**config.mk**
```make
export PLATFORM = sky130hd
export DESIGN_NAME = clk_div_gen
export DESIGN_NICKNAME = d
export VERILOG_FILES = /design/src/rtl/clk_div_gen.sv
export SDC_FILE = /design/constraint.sdc
export NUM_CORES = 1
export LEC_CHECK = 0
export CAP_MARGIN = 15
export CORE_ASPECT_RATIO = 0.75
export CORE_UTILIZATION = 44
export DETAILED_ROUTE_END_ITERATION = 10
export GPL_TIMING_DRIVEN = 0
export PLACE_DENSITY = 0.67
export SLEW_MARGIN = 20
export SYNTH_ARGS = -nofsm -noshare
export SYNTH_HDL_FRONTEND = slang
export SYNTH_SLANG_ARGS = --single-unit
```
**constraint.sdc**
```tcl
create_clock -name clk -period 11.4 [get_ports clk]
set_clock_uncertainty 0.05 [all_clocks]
set_input_delay 2.28 -clock clk [delete_from_list [all_inputs] [get_ports clk]]
set_output_delay 2.28 -clock clk [all_outputs]
set_load 0.02 [all_outputs]
```
**src/rtl/clk_div_gen.sv**
```systemverilog
// CHANNELS independent programmable dividers on clk, each giving a tick enable and a square wave.
// Define CLK_DIV_GEN_READBACK_EN to add rd_data, a registered readback of the selected active divisor.
module clk_div_gen #(
    parameter int CHANNELS    = 2,
    parameter int WIDTH       = 16,
    parameter int DEFAULT_DIV = 4,
    localparam int SELW       = (CHANNELS > 1) ? $clog2(CHANNELS) : 1
) (
    input  logic                clk,
    input  logic                reset,
    input  logic                en,
    input  logic                sync,
    input  logic                div_wr,
    input  logic [SELW-1:0]     div_sel,
    input  logic [WIDTH-1:0]    div_data,
    output logic [CHANNELS-1:0] tick,
    output logic [CHANNELS-1:0] clk_out,
`ifdef CLK_DIV_GEN_READBACK_EN
    output logic [WIDTH-1:0]    rd_data,
`endif
    output logic [CHANNELS-1:0] pending
);

    localparam logic [WIDTH-1:0] DEF = WIDTH'(DEFAULT_DIV);
    localparam logic [WIDTH-1:0] ONE = WIDTH'(1);

`ifdef CLK_DIV_GEN_READBACK_EN
    logic [WIDTH-1:0] div_act [CHANNELS];
`endif

    for (genvar g = 0; g < CHANNELS; g++) begin : g_chan
        logic [WIDTH-1:0] div_q;
        logic [WIDTH-1:0] pend_q;
        logic [WIDTH-1:0] cnt_q;
        logic             pend_flag_q;
        logic             clk_q;
        logic             tick_q;

        logic             wr_hit;
        logic             halted;
        logic             wrap;
        logic             apply;
        logic             have_new;
        logic [WIDTH-1:0] new_div;
        logic [WIDTH-1:0] cnt_next;
        logic [WIDTH-1:0] half;

        assign wr_hit   = div_wr && (div_sel == SELW'(g));
        assign halted   = (div_q == '0);
        assign wrap     = en && !halted && (cnt_q == div_q - ONE);
        assign apply    = sync || halted || wrap;
        // A write landing on an apply edge bypasses the pending register.
        assign have_new = wr_hit || pend_flag_q;
        assign new_div  = wr_hit ? div_data : pend_q;
        assign cnt_next = wrap ? '0 : cnt_q + ONE;
        assign half     = {1'b0, div_q[WIDTH-1:1]} + {{(WIDTH-1){1'b0}}, div_q[0]};

        always_ff @(posedge clk) begin
            if (reset) begin
                div_q       <= DEF;
                pend_q      <= '0;
                pend_flag_q <= 1'b0;
                cnt_q       <= '0;
                clk_q       <= 1'b0;
                tick_q      <= 1'b0;
            end else begin
                if (wr_hit) begin
                    pend_q <= div_data;
                end
                if (apply) begin
                    pend_flag_q <= 1'b0;
                    if (have_new) begin
                        div_q <= new_div;
                    end
                end else if (wr_hit) begin
                    pend_flag_q <= 1'b1;
                end

                if (sync || halted) begin
                    cnt_q  <= '0;
                    clk_q  <= 1'b0;
                    tick_q <= 1'b0;
                end else if (en) begin
                    cnt_q  <= cnt_next;
                    tick_q <= wrap;
                    clk_q  <= (cnt_next < half);
                end
            end
        end

        assign tick[g]    = tick_q;
        assign clk_out[g] = clk_q;
        assign pending[g] = pend_flag_q;
`ifdef CLK_DIV_GEN_READBACK_EN
        assign div_act[g] = div_q;
`endif
    end

`ifdef CLK_DIV_GEN_READBACK_EN
    always_ff @(posedge clk) begin
        if (reset) begin
            rd_data <= DEF;
        end else begin
            rd_data <= '0;
            for (int i = 0; i < CHANNELS; i++) begin
                if (div_sel == SELW'(i)) begin
                    rd_data <= div_act[i];
                end
            end
        end
    end
`endif

endmodule

```
Word level (Yosys, flattened, before mapping)
Cells that the tools add are included.

Register bits: 102. Input bits: 22. Output and inout bits: 6.

Add/subtract/negate cells: 6. $lt $le $gt $ge: 2. Eq/ne operators: 2. Mux-type cells: 4. Bitwise gates (word level): 1. Reductions and logical operators: 22.

Operators with widths (number): $mux W16 (4); $add A15 B1 Y16 (2); $add A16 B1 Y16 const B (2); $eq A16 B16 Y1 (2); $logic_not A16 Y1 (2); $lt A16 B16 Y1 (2); $sub A16 B1 Y16 const B (2); $reduce_or A2 Y1 (4); $logic_and A1 B1 Y1 (6); $logic_or A1 B1 Y1 (6); $reduce_and A2 Y1 (2); $logic_not A1 Y1 (2); $not A1 Y1 (1).

Longest topological paths before layout
Gate-level depths: netlist (run 1).

Depth after elaboration: 6. Mapped depth: 21. Depth with buffers taken out: 18.

Worst setup path before layout (run 1)
No wires, ideal clock.

Kind: input to register. Start point: input port en. End point: register g_chan[1].clk_q. Library setup time: 0.092 ns. Arrival: 5.342 ns. Data required time: 11.258 ns. Slack: 5.916 ns. Stages on the path: 17. Path through: nand2_1 nor4b_1 nand4_1 or4_1 nor4b_2 buf_2 buf_2 nor2_1 ha_1 a21o_1 a21oi_1 nor2b_1 o21ai_0 a21oi_1 o21ai_0 a31oi_1 nor4_1.

Longest elaborated chain between the ends: 4.

Ends and longest elaborated chain: start: declaration (RTL line 11) `input logic en,`; $logic_and A1 B1 Y1 (2 in series) (RTL line 50) `assign wrap = en && !halted && (cnt_q == div_q - ONE);`; $mux W16 (RTL line 55) `assign cnt_next = wrap ? '0 : cnt_q + ONE;`; named net g_chan[1].cnt_next[9] (RTL line 45) `logic [WIDTH-1:0] cnt_next;`; $lt A16 B16 Y1 (RTL line 86) `clk_q <= (cnt_next < half);`; end signal: assignment (RTL line 86); end: declaration (RTL line 36) `logic clk_q;`.

The timed path passes the listed nets, and every way through them passes these cells. A chain may end at the register's enable or synchronous reset.

Worst setup path after layout (run 1)
Same ends and word-level chain as after synthesis.

==> results of run 1 <==
[worst paths after layout]
check,start,to,slack [ns]
setup / recovery,en,g_chan[1].clk_q,4.94
hold / removal,g_chan[1].pend_q[1],g_chan[1].pend_q[1],0.41
setup reg to reg,g_chan[1].div_q[0],g_chan[1].clk_q,6.16
hold reg to reg,g_chan[1].pend_q[1],g_chan[1].pend_q[1],0.41
[placed cells by master (no fill, tap or decap), types with 24 or more instances in the layout]
master and count:
nor2b_1 24, a21oi_1 62, xor2_1 49, nor2_1 82, nand3_1 37, xnor2_1 54, clkbuf_1 57, nor3_1 24
ha_1 38, nand2_1 141, clkdlybuf4s50_1 27, dfxtp_1 102
[cell families after synthesis]
family | Yosys count | share of synthesized area, %
XOR/XNOR | 103 | 12.57
flip-flops | 102 | 28.46
AND/OR/NAND/NOR | 420 | 29.63
multiplexers | 19 | 3.435
AO/OA/AOI/OAI | 150 | 13.39
buffers and inverters | 93 | 5.894
adder cells (fa/ha/maj) | 38 | 6.626
[state kept, by name (all words and copies together), names as in the netlist]
signal,count
g_chan.pend_q,32
g_chan.div_q,32
g_chan.clk_q,2
g_chan.cnt_q,32
g_chan.tick_q,2
g_chan.pend_flag_q,2
[area by class of cell]
class,instances,share of cell area [%]
inverters,13,0.6099
clock buffers,9,2.815
clock inverters,7,0.8289
multi-input cells,730,58.88
well taps,210,3.284
flip-flops and latches,102,25.52
plain buffers,80,4.676
repair buffers,27,3.378
[critical path, stage by stage]
cell and delay, ns:
clkdlybuf4s50_1 0.51, nand2_1 0.11, nor4b_1 0.25, nand4_1 0.13, or4_1 0.43, nor4b_2 0.80, buf_2 0.36, buf_2 0.25
nor2_1 0.08, ha_1 0.31, a21o_1 0.16, a21oi_1 0.13, nor2b_1 0.06, o21ai_0 0.16, a21oi_1 0.09, o21ai_0 0.16
a31oi_1 0.11, nor4_1 0.29
[through the flow]
stage	cells	worst slack [ns]	util (%)
finish	1178	4.941	50.11
global route	1178	4.652	50.11
CTS	1178	4.999	50.11
detailed placement	1162	4.639	48.28
global placement	1162	4.600	48.28
floorplan	925	5.916	-
[report_power, final]
group | switching (W) | leakage (nW) | internal [W] | total, W
sequential | 0.00000597 | 0.827 | 0.000366 | 0.000372
combinational | 0.0000802 | 2.07 | 0.0000546 | 0.000135
clock | 0.000153 | 0.141 | 0.000153 | 0.000306
[per-layer routing]
layer  up-vias  share of wire (%)  global-route usage [%]  routed length, um
met1      3007                 52                   35.77               9757
met2       158                 41                   32.22               7597
met3        14                5.8                   3.780               1072
met4         0                1.1                   5.578                201
li1       3276                  -                       -                  -
met5         -                  0                       0                  0
==> results.yml, run 1 <==
cts:
  numCtsBuffers: 9
  path_clk_slew_ns: 0.08
  cts_root_buf: "clkbuf_16"
  cts-hold-fix-buffers: 0
  cts_max_path_buffers: 2
  cts_tree: "done"
  cts-resized-gates: 0
  post_cts_buffers: 0
  htree_num_levels: 3
  cts_sinks: 102
  insertion_delay_ns: 0.36
sta:
  relSlewSlack_pct: 39.83
  finalMaxSlewViolations: 0
  final.setup.tns_ns: 0
  min_period_ns: 6.459
  worst_slew_pin_slew_ns: 0.9002
  fin_hold_ws_ns: 0.4077
  max_freq_mhz: 154.8
  rsz0062_at_grt: "no"
  min_period_over_period_pct: 56.65
  hold_viol: 0
  finalSetupViolations: 0
place:
  numPortBuffers: 27
  place_congestion: 0.8644
  place_area_um2: 7709
  hpwl_mm: 14.37
pwr:
  p_leak_nw: 3.040
  irDropWorstVdd_mv: 0.1013
  cellPowerDensity_nw_per_um2: 101.7
  p_total_w: 0.0008132
detailed_routing:
  viasPerCell: 5.480
  drtIter0Drc: 554
  dr.pass1.iters: 5
  finalWirelength_mm: 18.63
  final_antenna_net_count: 0
  vias: 6455
  wl_per_cell_um: 15.81
  drc: 0
synth:
  synth_common_cells: "141 x nand2_1, 102 x dfxtp_1, 82 x nor2_1"
  yosysSeqAreaShare_pct: 28.46
  yosys_warnings: 0
  synth_top_area_share_pct: 28.46
  synthMostInstantiatedCell: "nand2_1"
  synth_edf_count: 0
  synth_fp_nets: 985
  syn_inst: 925
  async_flop_share_pct: 0
  yosysTopAreaCell: "dfxtp_1"
  ys_seq_elements: 102
  synth_area_leaders: "dfxtp_1 28%, nand2_1 7.4%, ha_1 6.6%, xnor2_1 6.6%, xor2_1 6.0%"
  post_synth_num_cell_types: 63
  synth_flop_cell: "dfxtp_1"
  netlist_area_um2: 7176
  postSynthAreaPerCell_um2: 7.757
setup_path:
  criticalPathCategory: "in2reg"
  reg2reg_depth: 21
  crit_path_start_kind: "input port"
  worst_setup_path_end_kind: "flip-flop"
  worst_ep_required_time_ns: 11.62
  worst-path-max-fanout: 10
  crit_arrival_ns: 6.68
floorplan:
  io_pins: 28
  die_y_um: 112.6
  core_um2: 15970
  start_util_pct: 44.95
  die-area_um2: 16830
  fp-row-count: 40
  die_w_um: 149.5
layout:
  register_area_um2: 2042
  fin_nets: 1023
  postLayoutCellArea_um2: 8000
  multi_input_area_um2: 4711
  nFillCells: 1572
  drive_gt1_share_pct: 7.955
  antenna_cells: 0
  areaGrowthSynthToFinish_pct: 11.49
global_route:
  grt_max_degree: 20
  track_usage_pct: 23.02
  grt_pass1_vias: 5846
  grt_pass1_wl_mm: 30.64
  gr-total-overflow: 0
  antenna_found_initial: 0
worst_hold_path:
  hold_depth: 2
  hold_class: "reg2reg"
run:
  cap_violations: 0
outcome:
  status: "completed"
Note: power is estimated with default switching activity, not from simulation.
==> run 2, diff against run 1 <==
==> constraint.sdc (replaced) <==
create_clock -name clk -period 6.4 [get_ports clk]
set_clock_uncertainty 0.05 [all_clocks]
set_input_delay 1.28 -clock clk [delete_from_list [all_inputs] [get_ports clk]]
set_output_delay 1.28 -clock clk [all_outputs]
set_load 0.02 [all_outputs]
==> results of run 2 <==
Same layout as run 1 (identical final DEF). Status: completed.
Main changes from that run: setup slack after placement 4.639 ns -> 0.6391 ns; setup slack after layout 4.941 ns -> 0.9415 ns; register-to-register setup slack 6.16 ns -> 1.16 ns; total power 0.0008132 W -> 0.001449 W; worst IR drop on VDD 0.1013 mV -> 0.1805 mV
==> run 3, diff against run 2 <==
--- a/config.mk
+++ b/config.mk
@@ -6,9 +6,10 @@
 export NUM_CORES = 1
 export LEC_CHECK = 0
 export CAP_MARGIN = 15
-export CORE_ASPECT_RATIO = 0.75
+export CORE_ASPECT_RATIO = 1.1
 export CORE_UTILIZATION = 44
 export DETAILED_ROUTE_END_ITERATION = 10
+export GPL_ROUTABILITY_DRIVEN = 0
 export GPL_TIMING_DRIVEN = 0
 export PLACE_DENSITY = 0.67
 export SLEW_MARGIN = 20
==> run 3 against run 2 <==
Compared with the run above: critical path depth did not move; total power is 1.6% higher; final area about the same; wire length down 4.0%; clock power grew 4.6%; non-clock buffer count unchanged; final cell count fell by 0.85%; core utilization rose by 0.55 points; global-route usage fell by 0.45 points; critical path type unchanged; critical endpoint unchanged.
==> results.yml, run 3 (synthesized netlist as in run 1, its figures left out) <==
place:
  numPortBuffers: 27
  place_area_um2: 7696
  hpwl_mm: 13.96
  pre_cts_ws_ns: 0.4573
layout:
  fin_nets: 1023
  multi_input_area_um2: 4711
  areaGrowthSynthToFinish_pct: 11.51
  mostFrequentLayoutCell: "nand2_1"
  antenna_cells: 0
  drive_gt1_share_pct: 7.851
  reg_top3: "g_chan.cnt_q (32), g_chan.div_q (32), g_chan.pend_q (32)"
  layout_common_cells: "141 x nand2_1, 102 x dfxtp_1, 82 x nor2_1"
  nFillCells: 1509
  postLayoutCellArea_um2: 8001
  register_area_um2: 2042
sta:
  finalMaxSlewViolations: 0
  rsz0062_at_grt: "no"
  worst_slew_pin_slew_ns: 0.9094
  finalSetupViolations: 0
  final.setup.tns_ns: 0
  min_period_over_period_pct: 87.36
  min_period_ns: 5.591
  fin_hold_ws_ns: 0.4172
  relSlewSlack_pct: 39.21
  timing.final.ws_setup_ns: 0.8087
  max_freq_mhz: 178.9
  hold_viol: 0
detailed_routing:
  dr.pass1.iters: 5
  drc: 0
  viasPerCell: 5.432
  wl_per_cell_um: 15.31
  finalWirelength_mm: 17.88
  final_antenna_net_count: 0
  vias: 6344
  drtIter0Drc: 326
setup_path:
  critPathSlowestCell: "nor4b_2"
  criticalPathCategory: "in2reg"
  crit_chain: "clkdlybuf4s50_1 -> nand2_1 -> nor4b_1 -> nand4_1 -> or4_1 -> nor4b_2 -> buf_2 -> buf_2 -> nor2_1 -> ha_1 -> a21o_1 -> a21oi_1 -> nor2b_1 -> o21ai_0 -> a21oi_1 -> o21ai_0 -> a31oi_1 -> nor4_1"
  cp_slowest_stage_delay_ns: 0.81
  worst-path-max-fanout: 10
  crit_path_start_kind: "input port"
  worst_ep_required_time_ns: 6.60
  crit_arrival_ns: 5.79
  worst_setup_path_end_kind: "flip-flop"
pwr:
  power_frac_seq_pct: 45.1
  swShare_pct: 27.90
  p_total_w: 0.001472
  p_comb_share_pct: 16.2
  p_sw_w: 0.0004106
  cellPowerDensity_nw_per_um2: 183.9
  irDropWorstVdd_mv: 0.1692
  p_leak_nw: 3.049
  p_clk_share_pct: 38.7
  intPower_w: 0.001061
cts:
  htree_num_levels: 3
  cts-hold-fix-buffers: 0
  numCtsBuffers: 9
  insertion_delay_ns: 0.36
  cts_root_buf: "clkbuf_16"
  cts-resized-gates: 0
  cts_tree: "done"
  post_cts_buffers: 0
  cts_sinks: 102
  cts_max_path_buffers: 2
  path_clk_slew_ns: 0.07
global_route:
  antenna_found_initial: 0
  gr-total-overflow: 0
  track_usage_pct: 22.57
  grt_max_degree: 19
  grt_pass1_wl_mm: 29.52
  grt_pass1_vias: 5843
floorplan:
  die-area_um2: 16820
  fp-row-count: 48
  start_util_pct: 45.43
  die_y_um: 135.9
  io_pins: 28
  core_um2: 15800
  die_w_um: 123.8
worst_hold_path:
  hold_class: "reg2reg"
outcome:
  status: "completed"
run:
  cap_violations: 0
-- run 3: cell types whose count changed in the layout (fill, tap and decap cells not counted), sizes merged --
cell / previous run / this run
clkbuf: 66 / 67
bufinv: 0 / 1
clkinv: 3 / 1
inv: 16 / 17
clkinvlp: 1 / 0
-- run 3: area by class of cell --
| cell class | count | share of cell area (%) |
|---|---|---|
| multi-input cells | 730 | 58.87 |
| flip-flops and latches | 102 | 25.52 |
| plain buffers | 80 | 4.676 |
| repair buffers | 27 | 3.378 |
| well taps | 200 | 3.127 |
| clock buffers | 10 | 2.862 |
| clock inverters | 6 | 0.9539 |
| inverters | 13 | 0.6099 |
-- run 3: worst paths after layout --
check	depth (start not counted)	slack [ns]	endpoint	from
setup / recovery	18	0.81	g_chan[1].clk_q	en
hold reg to reg	2	0.42	g_chan[1].pend_q[12]	g_chan[1].pend_q[12]
setup reg to reg	21	1.12	g_chan[1].clk_q	g_chan[1].div_q[0]
hold / removal	2	0.42	g_chan[1].pend_q[12]	g_chan[1].pend_q[12]
-- run 3: per-layer routing --
| layer | wire [um] | global-route usage, % |
|---|---|---|
| met5 | 0 | 0 |
| met4 | 333 | 7.095 |
| met3 | 448 | 2.559 |
| met2 | 8173 | 36.39 |
| met1 | 8925 | 31.16 |
-- run 3: power groups by stage --
stage,clock (W),combinational [W],sequential (W)
after global routing,0.000605,0.000264,0.000665
after detailed placement,0,0.000237,0.000678
after floorplan,0,0.000172,0.000674
after CTS,0.000581,0.000238,0.000663
after global placement,0,0.000235,0.000677
final,0.000570,0.000239,0.000663
-- run 3: metrics by stage --
stage,util [%],std cells
5_1_grt,50.66,1168
4_1_cts,50.66,1168
3_5_place_dp,48.72,1152
6_report,50.66,1168
3_3_place_gp,48.72,1152
2_1_floorplan,-,925
-- run 3: critical path, delay by kind of cell --
kind	cells	cell delay, ns
AOI/OAI and AO/OA	6	0.81
adders and majority gates	1	0.30
buffers and inverters	3	1.15
and+or+nand+nor	8	2.25
